**config.mk**
```make
export PLATFORM = sky130hd
export DESIGN_NAME = regfile_arbiter
export DESIGN_NICKNAME = d
export VERILOG_FILES = /design/src/rtl/regfile_arbiter_pkg.sv /design/src/rtl/regfile_arbiter_rr.sv /design/src/rtl/regfile_arbiter.sv
export SDC_FILE = /design/constraint.sdc
export NUM_CORES = 1
export LEC_CHECK = 0
export ABC_AREA = 1
export ABC_CLOCK_PERIOD_IN_PS = 1700
export CAP_MARGIN = 40
export CORE_ASPECT_RATIO = 1.2
export CORE_UTILIZATION = 36
export DETAILED_ROUTE_END_ITERATION = 10
export HOLD_SLACK_MARGIN = 0.15
export PLACE_DENSITY = 0.79
export RECOVER_POWER = 25
export SLEW_MARGIN = 20
export SYNTH_ARGS = -nofsm -noshare
export SYNTH_HDL_FRONTEND = slang
export SYNTH_SLANG_ARGS = --single-unit
```
**constraint.sdc**
```tcl
create_clock -name Clock -period 1.7 [get_ports Clock]
set_clock_uncertainty 0.05 [all_clocks]
set_input_delay 0.34 -clock Clock [delete_from_list [all_inputs] [get_ports Clock]]
set_output_delay 0.34 -clock Clock [all_outputs]
set_load 0.01 [all_outputs]
```
**src/rtl/regfile_arbiter_pkg.sv**
```systemverilog
// Shared types, constants and helpers for the register-file arbiter.
//   state_t       : sequencing state (clearing sweep vs normal operation)
//   NumRequesters : number of requesters sharing the register file
//   rr_next_grant : round-robin grant for two requesters
package regfile_arbiter_pkg;

  typedef enum logic {
    INIT = 1'b0,
    RUN  = 1'b1
  } state_t;

  localparam int NumRequesters    = 2;
  localparam int DefAddressWidth  = 6;
  localparam int DefRegisterWidth = 16;

  // One-hot grant for two requesters. On a tie the requester that did not
  // win last time is chosen.
  function automatic logic [1:0] rr_next_grant(input logic [1:0] valid,
                                               input logic       last_grant);
    logic [1:0] grant;
    grant = 2'b00;
    case (valid)
      2'b01:   grant = 2'b01;
      2'b10:   grant = 2'b10;
      2'b11:   grant = last_grant ? 2'b01 : 2'b10;
      default: grant = 2'b00;
    endcase
    return grant;
  endfunction

endpackage

```
**src/rtl/regfile_arbiter_rr.sv**
```systemverilog
// Two-input round-robin arbiter.
//   Clock, ResetN : system clock, async active-low reset
//   Valid[1:0]    : request valid per requester
//   Enable        : grants are suppressed while low
//   Grant[1:0]    : one-hot (or zero) combinational grant
// The last winner is remembered so ties alternate; after reset requester 0
// wins the first tie.
module rr_arbiter2
  import regfile_arbiter_pkg::*;
(
  input  logic       Clock,
  input  logic       ResetN,
  input  logic [1:0] Valid,
  input  logic       Enable,
  output logic [1:0] Grant
);

  logic last_grant;

  assign Grant = Enable ? rr_next_grant(Valid, last_grant) : 2'b00;

  always_ff @(posedge Clock or negedge ResetN) begin
    if (!ResetN) begin
      last_grant <= 1'b1;
    end else if (|Grant) begin
      last_grant <= Grant[1];
    end
  end

endmodule

```
**src/rtl/regfile_arbiter.sv**
```systemverilog
// Sequencer and arbiter in front of a 64x16 dual-read/single-write register
// file. After reset every register is cleared (the register file itself has
// no reset), then two requesters share it, one grant per cycle, round-robin.
//   Clock, ResetN          : system clock, async active-low reset
//   ReqValid/ReqReady      : per-requester handshake (ReqReady is the grant)
//   ReqWrite/ReqAddrA/B/WData : per-requester request fields, requester i in slice i
//   RespValid, RespDataA/B : one-cycle read response pulse and registered data
//   InitDone               : high once the clearing sweep is complete
//   Rf*                    : register file write/read port connections
//
// state | meaning
// INIT  | clearing sweep, writes zero to address InitCount, no grants
// RUN   | normal operation, round-robin grants, InitDone high
module regfile_arbiter
  import regfile_arbiter_pkg::*;
#(
  parameter int AddressWidth   = DefAddressWidth,
  parameter int RegisterHeight = 1 << AddressWidth,
  parameter int RegisterWidth  = DefRegisterWidth
) (
  input  logic                                   Clock,
  input  logic                                   ResetN,
  input  logic [NumRequesters-1:0]               ReqValid,
  output logic [NumRequesters-1:0]               ReqReady,
  input  logic [NumRequesters-1:0]               ReqWrite,
  input  logic [NumRequesters*AddressWidth-1:0]  ReqAddrA,
  input  logic [NumRequesters*AddressWidth-1:0]  ReqAddrB,
  input  logic [NumRequesters*RegisterWidth-1:0] ReqWData,
  output logic [NumRequesters-1:0]               RespValid,
  output logic [RegisterWidth-1:0]               RespDataA,
  output logic [RegisterWidth-1:0]               RespDataB,
  output logic                                   InitDone,
  output logic                                   RfWriteEnable,
  output logic [RegisterWidth-1:0]               RfWriteData,
  output logic [AddressWidth-1:0]                RfAddressA,
  output logic [AddressWidth-1:0]                RfAddressB,
  input  logic [RegisterWidth-1:0]               RfReadDataA,
  input  logic [RegisterWidth-1:0]               RfReadDataB
);

  state_t                     state;
  logic [AddressWidth-1:0]    init_count;
  logic [NumRequesters-1:0]   grant;
  logic                       run;
  logic                       sel;
  logic                       sel_write;
  logic [AddressWidth-1:0]    sel_addr_a;
  logic [AddressWidth-1:0]    sel_addr_b;
  logic [RegisterWidth-1:0]   sel_wdata;
  logic                       read_grant;

  assign run = (state == RUN);

  rr_arbiter2 u_arb (
    .Clock  (Clock),
    .ResetN (ResetN),
    .Valid  (ReqValid),
    .Enable (run),
    .Grant  (grant)
  );

  assign ReqReady = grant;

  // Grant is one-hot, so the upper bit alone selects the winning slice.
  assign sel        = grant[1];
  assign sel_write  = sel ? ReqWrite[1] : ReqWrite[0];
  assign sel_addr_a = sel ? ReqAddrA[2*AddressWidth-1:AddressWidth]
                          : ReqAddrA[AddressWidth-1:0];
  assign sel_addr_b = sel ? ReqAddrB[2*AddressWidth-1:AddressWidth]
                          : ReqAddrB[AddressWidth-1:0];
  assign sel_wdata  = sel ? ReqWData[2*RegisterWidth-1:RegisterWidth]
                          : ReqWData[RegisterWidth-1:0];
  assign read_grant = (|grant) & ~sel_write;

  always_comb begin
    RfWriteEnable = 1'b0;
    RfWriteData   = '0;
    RfAddressA    = '0;
    RfAddressB    = '0;
    if (state == INIT) begin
      RfWriteEnable = 1'b1;
      RfAddressA    = init_count;
    end else if (|grant) begin
      RfAddressA = sel_addr_a;
      if (sel_write) begin
        RfWriteEnable = 1'b1;
        RfWriteData   = sel_wdata;
      end else begin
        RfAddressB = sel_addr_b;
      end
    end
  end

  always_ff @(posedge Clock or negedge ResetN) begin
    if (!ResetN) begin
      state      <= INIT;
      init_count <= '0;
      InitDone   <= 1'b0;
    end else begin
      case (state)
        INIT: begin
          init_count <= init_count + 1'b1;
          if (init_count == AddressWidth'(RegisterHeight - 1)) begin
            state    <= RUN;
            InitDone <= 1'b1;
          end
        end
        RUN: begin
          InitDone <= 1'b1;
        end
        default: begin
          state <= INIT;
        end
      endcase
    end
  end

  // Register file reads are combinational, so data is captured at the grant
  // edge and presented for exactly one cycle; data holds afterwards.
  always_ff @(posedge Clock or negedge ResetN) begin
    if (!ResetN) begin
      RespValid <= '0;
      RespDataA <= '0;
      RespDataB <= '0;
    end else if (read_grant) begin
      RespValid <= grant;
      RespDataA <= RfReadDataA;
      RespDataB <= RfReadDataB;
    end else begin
      RespValid <= '0;
    end
  end

endmodule

```
==> PnR_summary.wiki <==
{| class="wikitable"
! Metric !! Value
|-
| RD Place Congestion || 0.797
|-
| Setup repair after global routing missed its margin || true
|-
| Number of antenna violations at the first check in global routing || 0
|-
| P per Cell Area || 451 nW/um^2
|-
| Worst supply voltage drop on vdd || 0.436 mV
|-
| Largest net degree at the start of global routing || 34
|-
| Net Sw Power || 0.412 mW
|-
| Post-Place Cells || 567
|-
| DR vias || 2956
|-
| Post-synthesis sequential element count || 43
|-
| Core occupancy in the finished layout || 0.708
|-
| Pins Over Slew Limit || 0
|-
| Iteration count of the initial detailed-routing pass || 4
|-
| Final-report hold violation count || 0
|-
| Latest clock arrival within the worst-skew pair || 0.28 ns
|-
| Final HPWL from detailed placement || 5730 um
|-
| Critical path class || reg2out
|-
| Cell depth of the worst hold path || 2
|-
| Maximum net fanout on the critical path || 6
|-
| Data required time of the worst path || 1.31 ns
|-
| Root buffer cell || clkbuf_8
|-
| Number of global-route vias before repair || 2888
|-
| Drt first-iter violations || 125
|-
| Flop-to-flop setup slack || 0.09 ns
|-
| Synth Warn # || 0
|-
| Initial cell density of the core || 0.374
|-
| Slew at the pin closest to its max-slew limit || 0.593 ns
|-
| GR Util All Layers || 0.248
|-
| Row cnt || 32
|-
| Clock share of power || 0.365
|-
| Unique masters post-synth || 25
|-
| # nets final || 605
|-
| Portion of the post-synthesis area used by sequential elements || 0.444
|-
| ANT nets after route || 0
|-
| Violations in the final reports || negative setup slack
|-
| Status || finished, violations left
|-
| Overall die area || 7070 sq um
|-
| Average via count per standard cell || 4.97
|-
| Gate Count Post-Synth || 331
|-
| Part of the cycle the worst path needs || 1.22
|-
| FMAX || 481 MHz
|-
| Synthesized area || 2430 sq um
|-
| Worst hold slack || 0.423 ns
|-
| N_diodes || 0
|-
| Class of the tightest hold or removal check || reg2reg
|-
| Critical R2R Capture || RespDataB[5]
|-
| Kind of end point of the critical path || output pin
|-
| Routed wirelength normalized by instance count || 15.2 um
|-
| Average footprint of a synthesized cell || 7.33 sq um
|-
| Post-detailed-route DRC marker count || 0
|-
| Count of max-cap constraint violations || 0
|-
| Proportion of power drawn by combinational gates || 0.142
|-
| Floorplan Core Area || 6490 sq um
|-
| First-pass GRT wire length || 13900 um
|-
| Chip height || 91.9 um
|-
| Setup violation total in the final timing report || 30
|-
| Number of standard cells in the layout, taps in and fillers out || 595
|-
| Endpoint with the worst hold slack || RespDataA[15]
|-
| Clock input transition at the sequential cells of the worst setup and hold paths || 0.08 ns
|-
| CP startpoint kind || flop
|-
| H-tree lvl count || 2
|-
| Fraction of power spent switching nets || 0.199
|-
| Clock tree from TritonCTS || built
|-
| Normalized max-slew margin || 0.605
|-
| Final critical path time including I/O delays and setup || 2.08 ns
|-
| Static leakage power || 2.23 nW
|-
| Final wirelength || 9050 um
|-
| Internal power || 1.66 mW
|-
| Syn-to-layout area delta || 89.2%
|-
| Count of buffers from port buffering || 159
|-
| Top-level I/O count || 160
|-
| Worst hold path startpoint || RespDataA[15]
|-
| Start of the worst register-to-register path || run
|-
| Worst r2r path cells || 7
|-
| Net count after synthesis || 426
|-
| Arr. time, crit path || 1.69 ns
|-
| Remaining Overflow, GRT || 0
|-
| Reg power frac || 0.494
|-
| Fraction of layout cells with a size suffix above 1 || 0.241
|-
| Total clock buffers created by CTS || 5
|-
| Total number of clock tree sinks || 43
|-
| Number of fillers in the final layout || 518
|-
| Final worst-path setup slack || -0.378 ns
|-
| Horizontal die dimension || 76.9 um
|-
| Buffer depth of the longest clock path || 2
|}
[power by group through the flow]
stage | combinational [mW] | clock (mW) | sequential, mW
after floorplan | 0.0225 | 0 | 1.04
after global placement | 0.271 | 0 | 1.04
after detailed placement | 0.273 | 0 | 1.04
after CTS | 0.284 | 0.783 | 1.02
after global routing | 0.313 | 0.840 | 1.02
final | 0.293 | 0.755 | 1.02
[kinds of logic (layout without fill, tap and decap cells)]
family / after synthesis / in the layout / synth area share
buffers and inverters: 37 / 215 / 0.0835
AND/OR/NAND/NOR: 216 / 217 / 0.391
flip-flops: 43 / 43 / 0.444
XOR/XNOR: 4 / 4 / 0.0144
adder cells (fa/ha/maj): 1 / 1 / 0.00516
AO/OA/AOI/OAI: 30 / 30 / 0.0619
[metal layers]
layer	share of wire	GRT usage	up-vias
li1	-	-	1430
met1	0.37	0.259	1354
met2	0.51	0.469	144
met3	0.082	0.0667	28
met4	0.042	0.0865	0
met5	0	0	-
[registers in the layout, summed over array words and instances, names as in the netlist]
name	cells
InitDone	1
run	1
RespDataA	16
u_arb.last_grant	1
RespValid	2
RespDataB	16
init_count	6
[metrics by stage]
step | cell area [sq um] | setup TNS [ns] | power (mW) | worst slack, ns
6_report | 4590 | -8.51 | 2.07 | -0.378
5_1_grt | 4590 | -10.49 | 2.17 | -0.428
4_1_cts | 4450 | -8.02 | 2.09 | -0.314
3_5_place_dp | 4120 | -36.12 | 1.32 | -0.837
3_3_place_gp | 4120 | -34.07 | 1.31 | -0.793
2_1_floorplan | 2430 | -0.242 | 1.06 | -0.0269
[synth_stat cells (all sizes together)]
library cell | number | area share
o21ai | 29 | 0.060
ha | 1 | 0.0052
dfstp | 1 | 0.011
nand4 | 34 | 0.088
a21oi | 1 | 0.0021
xor2 | 2 | 0.0072
xnor2 | 2 | 0.0072
inv | 12 | 0.019
buf | 16 | 0.051
or2 | 1 | 0.0026
clkbuf | 8 | 0.012
clkinv | 1 | 0.0015
nand2 | 144 | 0.23
nor2 | 33 | 0.051
nand3 | 4 | 0.015
dfrtp | 42 | 0.43
[repair_timing]
action / CTS / global route
pin swaps: 9 / 13
buffers inserted: 11 / 5
hold buffers: 1 / 0
endpoints found under the hold margin: 20 / 0
setup endpoints to repair: 63 / 50
gates resized for setup: 168 / 44
cloned: 6 / 2
[worst max path at each step]
stage                                 from              end  slack, ns  cells past startpoint
after floorplan           u_arb.last_grant  RfWriteData[10]      -0.03                      7
after global placement         ReqValid[0]  RfWriteData[11]      -0.79                      8
after detailed placement       ReqValid[0]   RfWriteData[8]      -0.84                      8
after CTS                 u_arb.last_grant  RfWriteData[12]      -0.31                      8
after global routing      u_arb.last_grant  RfWriteData[14]      -0.43                      8
final                     u_arb.last_grant   RfWriteData[4]      -0.38                      7
[cell usage in the layout (no fill, tap or decap), types with 3 or more instances in the layout]
cell type and n:
nand2_1 128, buf_12 6, nand2_4 6, dlygate4sd2_1 3, o21ai_1 7, o21ai_2 11
inv_1 11, nand4_1 34, o21ai_0 9, buf_6 10, buf_16 3, nor2_4 5
clkdlybuf4s50_1 125, buf_4 19, nor2_1 19, buf_2 26, nand2_2 9, nor2_2 10
dfrtp_1 41, clkbuf_8 5
[critical path, stage by stage (launching register included)]
cell and delay, ns:
dfstp_2 0.56, nand2_4 0.08, nand2_8 0.12, buf_6 0.12
buf_16 0.11, o21ai_1 0.06, nor2_1 0.18, buf_2 0.18
[area by class of cell]
class,count,area (sq um),area share
Clock buffer,6,72.6,0.0158
Tap cell,85,106,0.0232
Timing Repair Buffer,195,1910,0.415
Inverter,13,53.8,0.0117
Clock inverter,1,30.0,0.00654
Sequential cell,43,1080,0.235
Multi-Input combinational cell,252,1340,0.293
(Power assumes the default switching activity.)
